[src/rtl/regfile_pkg.sv]
// Shared register-file constants: datapath widths and the zero register.
package regfile_pkg;
   localparam int         DATA_W = 64;
   localparam int         ADDR_W = 5;
   localparam logic [4:0] XZR    = 5'd31;
endpackage

[src/rtl/rr_arb2.sv]
// Two-way round-robin arbiter. The grant is combinational; the pointer
// remembers which requester won the most recent acceptance.
module rr_arb2 (
   input  logic clk,
   input  logic reset,
   input  logic valid0,
   input  logic valid1,
   output logic ready0,
   output logic ready1
);

   // last = 1 means requester 1 was granted most recently
   logic last;

   // grant: single requester wins outright, contention goes to the other side
   always_comb begin
      ready0 = 1'b0;
      ready1 = 1'b0;
      if (reset) begin
         if (valid0 && valid1) begin
            ready0 = last;
            ready1 = !last;
         end else begin
            ready0 = valid0;
            ready1 = valid1;
         end
      end
   end

   // pointer moves only on acceptance; reset makes requester 0 win first
   always_ff @(posedge clk) begin
      if (!reset)
         last <= 1'b1;
      else if (ready0 || ready1)
         last <= ready1;
   end

endmodule

[src/rtl/regfile_wr_arb.sv]
// Register-file write-port arbiter: merges execute and load writebacks into
// one registered write port, suppresses writes to XZR, flags read hazards
// against the write in flight and counts committed writes.
module regfile_wr_arb #(
   parameter int DATA_W = regfile_pkg::DATA_W,
   parameter int ADDR_W = regfile_pkg::ADDR_W
) (
   input  logic              clk,
   input  logic              reset,
   input  logic              valid0,
   input  logic [ADDR_W-1:0] wa0,
   input  logic [DATA_W-1:0] wd0,
   input  logic              valid1,
   input  logic [ADDR_W-1:0] wa1,
   input  logic [DATA_W-1:0] wd1,
   output logic              ready0,
   output logic              ready1,
   output logic              we3,
   output logic [ADDR_W-1:0] wa3,
   output logic [DATA_W-1:0] wd3,
   input  logic [ADDR_W-1:0] ra1,
   input  logic [ADDR_W-1:0] ra2,
   output logic              hit1,
   output logic              hit2,
   output logic [15:0]       commits
);
   import regfile_pkg::*;

   localparam logic [ADDR_W-1:0] ZR = ADDR_W'(XZR);

   logic              accept;
   logic [ADDR_W-1:0] sel_wa;
   logic [DATA_W-1:0] sel_wd;

   rr_arb2 u_arb (
      .clk    (clk),
      .reset  (reset),
      .valid0 (valid0),
      .valid1 (valid1),
      .ready0 (ready0),
      .ready1 (ready1)
   );

   // ready already implies valid, so any ready is an acceptance
   assign accept = ready0 || ready1;
   assign sel_wa = ready1 ? wa1 : wa0;
   assign sel_wd = ready1 ? wd1 : wd0;

   // write port register: address/data hold when idle, only we3 drops
   always_ff @(posedge clk) begin
      if (!reset) begin
         we3 <= 1'b0;
         wa3 <= '0;
         wd3 <= '0;
      end else if (accept) begin
         we3 <= (sel_wa != ZR);
         wa3 <= sel_wa;
         wd3 <= sel_wd;
      end else begin
         we3 <= 1'b0;
      end
   end

   // commit counter: one per edge where the write port is enabled, wraps
   always_ff @(posedge clk) begin
      if (!reset)
         commits <= 16'h0000;
      else if (we3)
         commits <= commits + 16'd1;
   end

   // XZR reads never hazard since the register file returns zero for it
   assign hit1 = we3 && (wa3 == ra1) && (ra1 != ZR);
   assign hit2 = we3 && (wa3 == ra2) && (ra2 != ZR);

endmodule

[config.mk]
export PLATFORM = sky130hd
export DESIGN_NAME = regfile_wr_arb
export DESIGN_NICKNAME = d
export VERILOG_FILES = /design/src/rtl/regfile_pkg.sv /design/src/rtl/rr_arb2.sv /design/src/rtl/regfile_wr_arb.sv
export SDC_FILE = /design/constraint.sdc
export NUM_CORES = 1
export LEC_CHECK = 0
export CORE_MARGIN = 2
export CORE_UTILIZATION = 40
export DETAILED_ROUTE_END_ITERATION = 6
export GPL_ROUTABILITY_DRIVEN = 0
export PLACE_DENSITY_LB_ADDON = 0.3
export SYNTH_ARGS = -nofsm -noshare
export SYNTH_HDL_FRONTEND = slang
export SYNTH_SLANG_ARGS = --single-unit
[constraint.sdc]
create_clock -name clk -period 2.5 [get_ports clk]
set_input_delay 0.5 -clock clk [delete_from_list [all_inputs] [get_ports clk]]
set_output_delay 0.5 -clock clk [all_outputs]
set_load 0.1 [all_outputs]
==> summary.txt, run 1 <==
Synthesis
  – Number of flops mapped to enable cells by yosys: 0
  – Gate Count Post-Synth: 418
  – Top-count cell post-synth: dfxtp_1
  – Synth top area share: 43.94%
  – Top post-synthesis cells by area: dfxtp_1, mux2i_1, o21ai_0
  – Sequential area share after synthesis: 43.94%
  – Main combinational cell family by area after synthesis: simple AND/OR/NAND/NOR gates
  – Syn Area/Cell: 9.483 um2
  – FF+latch count, synth: 87
  – Top cell type by total area after synthesis: dfxtp_1
  – Post-synth top flop: dfxtp_1
  – Synth cell types: 30
  – Synth Area in Compound Gates: 10.29%
  – Synth top cells by count: dfxtp_1, o21ai_0, nand3_1
  – Synth Area in Simple Gates: 17.83%
  – Syn nets: 571
  – Post-synthesis cell area: 0.003964 mm2
  – Xor/xnor share of the synthesized area: 4.640%
  – Synth Area in Adders: 0.3157%
  – Synthesis warning total: 0
  – Async SR Flop Fraction: 0%
  – Post-synthesis mux area share: 17.68%

CTS
  – Clk_lat worst skew: 0.35 ns
  – Worst-case clock buffer depth: 2
  – Number of setup buffers added after CTS: 0
  – Clock Sinks: 87
  – CTS tree: done
  – CTS buffer count: 9
  – Post-cts resize count: 0
  – Clock-pin slew of the registers on the worst-case setup and hold paths: 0.08 ns
  – H-tree Lvls: 3
  – Root buf cell: clkbuf_8
  – Hold Buf Count CTS: 0

Final layout
  – Antenna cell count: 0
  – Final net count: 796
  – Area delta synth->final: 63.79%
  – Final Cell Area: 0.006492 mm2
  – Filler cells: 795
  – Register area: 0.001745 mm2
  – Multi-input logic area: 0.002031 mm2
  – Proportion of layout cells with a drive suffix above 1: 19.47%

Flow run
  – MaxCap Viol Count: 0

Setup path
  – Largest delay share family, worst path: simple AND/OR/NAND/NOR gates
  – Crit Path Category: in -> out
  – Worst r2r path cells: 4
  – R2r setup slk: 0.85 ns
  – Critical path peak fanout: 1
  – Crit-path cells: clkdlybuf4s50_1, xor2_1, nor3_1, and4_2, buf_12
  – Worst r2r dst: commits[15]$_SDFFE_PN0P_
  – Crit path required time: 2.00 ns
  – Critical Path AT: 1.85 ns
  – Critical path's slowest cell: clkdlybuf4s50_1
  – Max stage delay on crit path: 0.41 ns
  – Setup crit start kind: input pin
  – R2r startpoint: commits[2]$_SDFFE_PN0P_
  – WP buf/inv: 2
  – Worst Setup End Kind: primary output

Route
  – Iter 0 DRT Violations: 60
  – Routed vias/inst: 4.990
  – Drt drc: 0
  – WL met1: 4.515 mm
  – Met3 wire length: 954 um
  – Drt pass-1 iters: 4
  – Highest metal layer with signal wires: met4
  – Remaining antenna violation count: 0
  – Wire per inst: 15.18 um
  – WL final: 11.84 mm
  – Met2 WL: 6.103 mm
  – DR vias: 3892

Outcome
  – Status: completed

Hold path
  – Hold_sp: wd3[61]$_SDFFE_PN0P_
  – Min-Delay Endpoint: wd3[61]$_SDFFE_PN0P_
  – Hold Crit Depth: 2
  – Tightest Hold Check Type: reg -> reg

Timing
  – Worst slew pin tran: 0.4686 ns
  – Post-route minimum period: 2.353 ns
  – Sum Neg Setup Slack: 0 ns
  – Min Hold Slack: 0.4732 ns
  – Final Max Tran Viols: 0
  – Hold Vio Cnt, Final: 0
  – Unrepaired setup endpoints after global routing: false
  – Skew final: 0.005008 ns
  – Maximum clock frequency: 425.0 MHz
  – Worst slew margin: 68.76%
  – Setup-failing EPs final: 0
  – Period utilization: 94.12%

Global routing
  – Gr usage total: 21.67%
  – First-pass GRT wire length: 18.67 mm
  – Vias in the first global route: 3782
  – Antenna violations before repair: 0
  – Largest net degree at the start of global routing: 82
  – Overflow after GRT: 0

Floorplan
  – Initial Utilization: 40.93%
  – # rows: 36
  – Die span in x: 103.5 um
  – Num ports: 242
  – Die height: 103.5 um
  – Die outline area: 0.01072 mm2
  – Core area: 0.009684 mm2

Placement
  – Post-DP HPWL: 9.130 mm
  – Dpl cell area: 0.006276 mm2
  – I/O Buffers: 241

Pwr
  – Peak supply drop: 0.0003561 V
  – Pwr dens: 638.8 mW/mm2
  – P_leak: 2.639 nW
[state kept, by name, summed over array words and instances (netlist names)]
| signal | cells |
|---|---|
| wd3 | 64 |
| commits | 16 |
| wa3 | 5 |
| u_arb.last | 1 |
| we3 | 1 |
[cell usage in the layout, fill, tap and decap left out, types with 2 or more instances in the layout]
cell type and instances:
dfxtp_2 3, o21ai_0 74, nor4_4 2, dfxtp_1 84, nand3_1 72, and4_2 2
nor3_1 6, xor2_1 16, buf_12 7, clkbuf_8 13, nor4_1 3, nand4_1 6
buf_4 91, or3_1 2, and2_1 13, xnor2_1 5, clkdlybuf4s50_1 150, mux2i_1 70
nand2_1 11
[worst max path at each step]
stage	depth (start not counted)	endpoint	start
finish	5	hit1	ra1[2]
global route	5	hit1	ra1[3]
CTS	5	hit1	ra1[2]
detailed placement	5	hit1	ra1[2]
global placement	5	hit1	ra1[2]
floorplan	4	hit1	wa3[0]$_SDFFE_PN0P_
[stage by stage]
step	utilization (%)	instances	power [mW]	setup WS, ns
5_1_grt	67.04	780	4.303	0.08161
4_1_cts	67.04	780	4.180	0.1204
6_report	67.04	780	4.147	0.1470
3_5_place_dp	64.81	765	3.142	0.1216
3_3_place_gp	64.81	765	3.119	0.1497
2_1_floorplan	-	418	2.642	0.1351
[logic make-up after synthesis]
logic type	after synthesis
buffers and inverters	36
flip-flops	87
XOR/XNOR	21
adder cells (fa/ha/maj)	1
multiplexers	70
AO/OA/AOI/OAI	79
AND/OR/NAND/NOR	124
[worst min-delay path, stage by stage (launching register included)]
cell and delay, ns:
dfxtp_1 0.31, nand3_1 0.05, o21ai_0 0.06
[power by group]
part           leakage [nW]  internal [mW]  switching [mW]
clock network         0.108          0.566           0.479
logic                  1.81          0.467            1.06
registers             0.722           1.50          0.0738
total                  2.64           2.53            1.62
[metal layers]
metal,up-vias,global-route usage (%)
li1,1952,-
met1,1763,23.06
met2,154,39.40
met3,23,6.986
met4,0,8.977
met5,-,0
[layout make-up]
type                       count  area share, %
clock inverter                 2         0.5781
clock buffer                  13          2.756
inverter                       1        0.05781
multi-input combinational    295          31.28
tap                          133          2.563
timing repair buffer         249          35.88
sequential                    87          26.88
Note: power is estimated with default switching activity, not from simulation.
==> run 2, diff against run 1 <==
- CORE_UTILIZATION: 40 -> 37
- PLACE_DENSITY: not set -> 0.8
- PLACE_DENSITY_LB_ADDON: 0.3 -> not set
- clock period: 2.5 -> 2.3 ns (I/O delays scaled with it)
==> summary.txt, run 2 (synthesis results as in run 1) <==
Outcome
  – Status: completed (unchanged)

Global routing
  – Overflow after GRT: 0 (unchanged)
  – Antenna violations before repair: 0 (unchanged)
  – Vias in the first global route: 3838 (was 3782)
  – First-pass GRT wire length: 18.30 mm (was 18.67 mm)
  – Gr usage total: 20.09% (was 21.67%)
  – Largest net degree at the start of global routing: 76 (was 82)

Floorplan
  – Die outline area: 0.01156 mm2 (was 0.01072 mm2)
  – Core area: 0.01037 mm2 (was 0.009684 mm2)
  – Die span in x: 107.5 um (was 103.5 um)
  – Initial Utilization: 38.22% (was 40.93%)
  – Die height: 107.5 um (was 103.5 um)
  – # rows: 37 (was 36)
  – Num ports: 242 (unchanged)

CTS
  – H-tree Lvls: 3 (unchanged)
  – CTS buffer count: 9 (unchanged)
  – Clock Sinks: 87 (unchanged)
  – Post-cts resize count: 0 (unchanged)
  – Worst-case clock buffer depth: 2 (unchanged)
  – CTS tree: done (unchanged)
  – Hold Buf Count CTS: 0 (unchanged)
  – Clock-pin slew of the registers on the worst-case setup and hold paths: 0.09 ns (was 0.08 ns)
  – Number of setup buffers added after CTS: 0 (unchanged)
  – Root buf cell: clkbuf_8 (unchanged)
  – Clk_lat worst skew: 0.36 ns (was 0.35 ns)

Timing
  – Min Hold Slack: 0.4778 ns (was 0.4732 ns)
  – Maximum clock frequency: 464.9 MHz
  – Sum Neg Setup Slack: 0 ns (unchanged)
  – Final Max Tran Viols: 0 (unchanged)
  – Worst slew margin: 69.75% (was 68.76%)
  – Unrepaired setup endpoints after global routing: false (unchanged)
  – Skew final: 0.007208 ns (was 0.005008 ns)
  – Setup-failing EPs final: 0 (unchanged)
  – Hold Vio Cnt, Final: 0 (unchanged)
  – Worst slew pin tran: 0.4538 ns (was 0.4686 ns)
  – Post-route minimum period: 2.151 ns
  – Period utilization: 93.53%

Placement
  – Post-DP HPWL: 9.330 mm (was 9.130 mm)
  – I/O Buffers: 241 (unchanged)
  – Dpl cell area: 0.006301 mm2 (was 0.006276 mm2)

Setup path
  – Critical path peak fanout: 1 (unchanged)
  – Setup crit start kind: input pin (unchanged)
  – Crit Path Category: in -> out (unchanged)
  – Critical Path AT: 1.69 ns (was 1.85 ns)
  – Crit path required time: 1.84 ns (was 2.00 ns)
  – Worst Setup End Kind: primary output (unchanged)

Route
  – Drt drc: 0 (unchanged)
  – WL final: 12.01 mm (was 11.84 mm)
  – Drt pass-1 iters: 4 (unchanged)
  – Routed vias/inst: 5.014 (was 4.990)
  – DR vias: 3936 (was 3892)
  – Wire per inst: 15.30 um (was 15.18 um)
  – Remaining antenna violation count: 0 (unchanged)
  – Iter 0 DRT Violations: 139 (was 60)

Pwr
  – P_leak: 2.627 nW (was 2.639 nW)
  – Pwr dens: 673.5 mW/mm2 (was 638.8 mW/mm2)
  – Pwr Total: 4.364 mW (was 4.147 mW)
  – Peak supply drop: 0.0003712 V (was 0.0003561 V)

Final layout
  – Multi-input logic area: 0.002031 mm2 (unchanged)
  – Area delta synth->final: 63.48% (was 63.79%)
  – Largest regs: wd3 (64), commits (16), wa3 (5) (unchanged)
  – Final Cell Area: 0.006480 mm2 (was 0.006492 mm2)
  – Commonest non-fill, non-tap cell in the layout: clkdlybuf4s50_1 (unchanged)
  – Largest register FFs: 64 (unchanged)
  – Proportion of layout cells with a drive suffix above 1: 19.88% (was 19.47%)
  – Most frequent cells in the layout: clkdlybuf4s50_1, buf_4, dfxtp_1, o21ai_0, nand3_1 (unchanged)
  – Most flop-heavy register: wd3 (unchanged)
  – Filler cells: 884 (was 795)
  – Final net count: 797 (was 796)
  – Antenna cell count: 0 (unchanged)
  – Register area: 0.001747 mm2 (was 0.001745 mm2)

Flow run
  – MaxCap Viol Count: 0 (unchanged)

Hold path
  – Tightest Hold Check Type: reg -> reg (unchanged)
run 2: cell count changes in the layout (fill, tap and decap cells not counted), sizes merged:
| cell | delta |
|---|---|
| bufinv | -1 |
| buf | +1 |
| inv | +3 |
| clkinvlp | +1 |
| clkinv | +2 |
| clkbuf | -4 |
run 2: per-stage QoR:
stage | setup WS (ns) | cells | util [%]
after floorplan | 0.04851 | 418 | -
after global placement | 0.1845 | 769 | 60.76
after detailed placement | 0.1219 | 769 | 60.76
after CTS | 0.1424 | 785 | 62.49
after global routing | 0.1173 | 785 | 62.49
final | 0.1489 | 785 | 62.49
run 2: cell type report:
cell class,count,area share [%]
clock buffers,9,1.912
multi-input cells,295,31.34
well taps,136,2.626
repair buffers,250,36.26
flip-flops and latches,87,26.96
inverters,1,0.05793
clock inverters,7,0.8496
run 2: critical path, cell delays in order:
cell	delay, ns
clkdlybuf4s50_1	0.41
xor2_1	0.14
nor3_1	0.20
and4_2	0.29
buf_12	0.18
run 2: metal layers:
layer  wire length, um  up-vias  global-route usage, %
met5                 0        -                      0
met4               274        0                  7.967
met3              1118       20                  6.538
met2              5730      170                  34.59
met1              4886     1795                  22.92
li1                  -     1951                      -
run 2: path summary, 6_finish.rpt:
| kind | slack [ns] | depth (start not counted) | from | end |
|---|---|---|---|---|
| max reg2reg | 0.62 | 5 | commits[1]$_SDFFE_PN0P_ | commits[12]$_SDFFE_PN0P_ |
| min reg2reg | 0.48 | 2 | wd3[28]$_SDFFE_PN0P_ | wd3[28]$_SDFFE_PN0P_ |
| max | 0.15 | 5 | ra1[2] | hit1 |
| min | 0.48 | 2 | wd3[28]$_SDFFE_PN0P_ | wd3[28]$_SDFFE_PN0P_ |
run 2: power breakdown:
group | switching, mW | internal, mW
clock network | 0.585 | 0.404
registers | 0.0814 | 1.63
logic | 1.15 | 0.511
total | 1.82 | 2.54
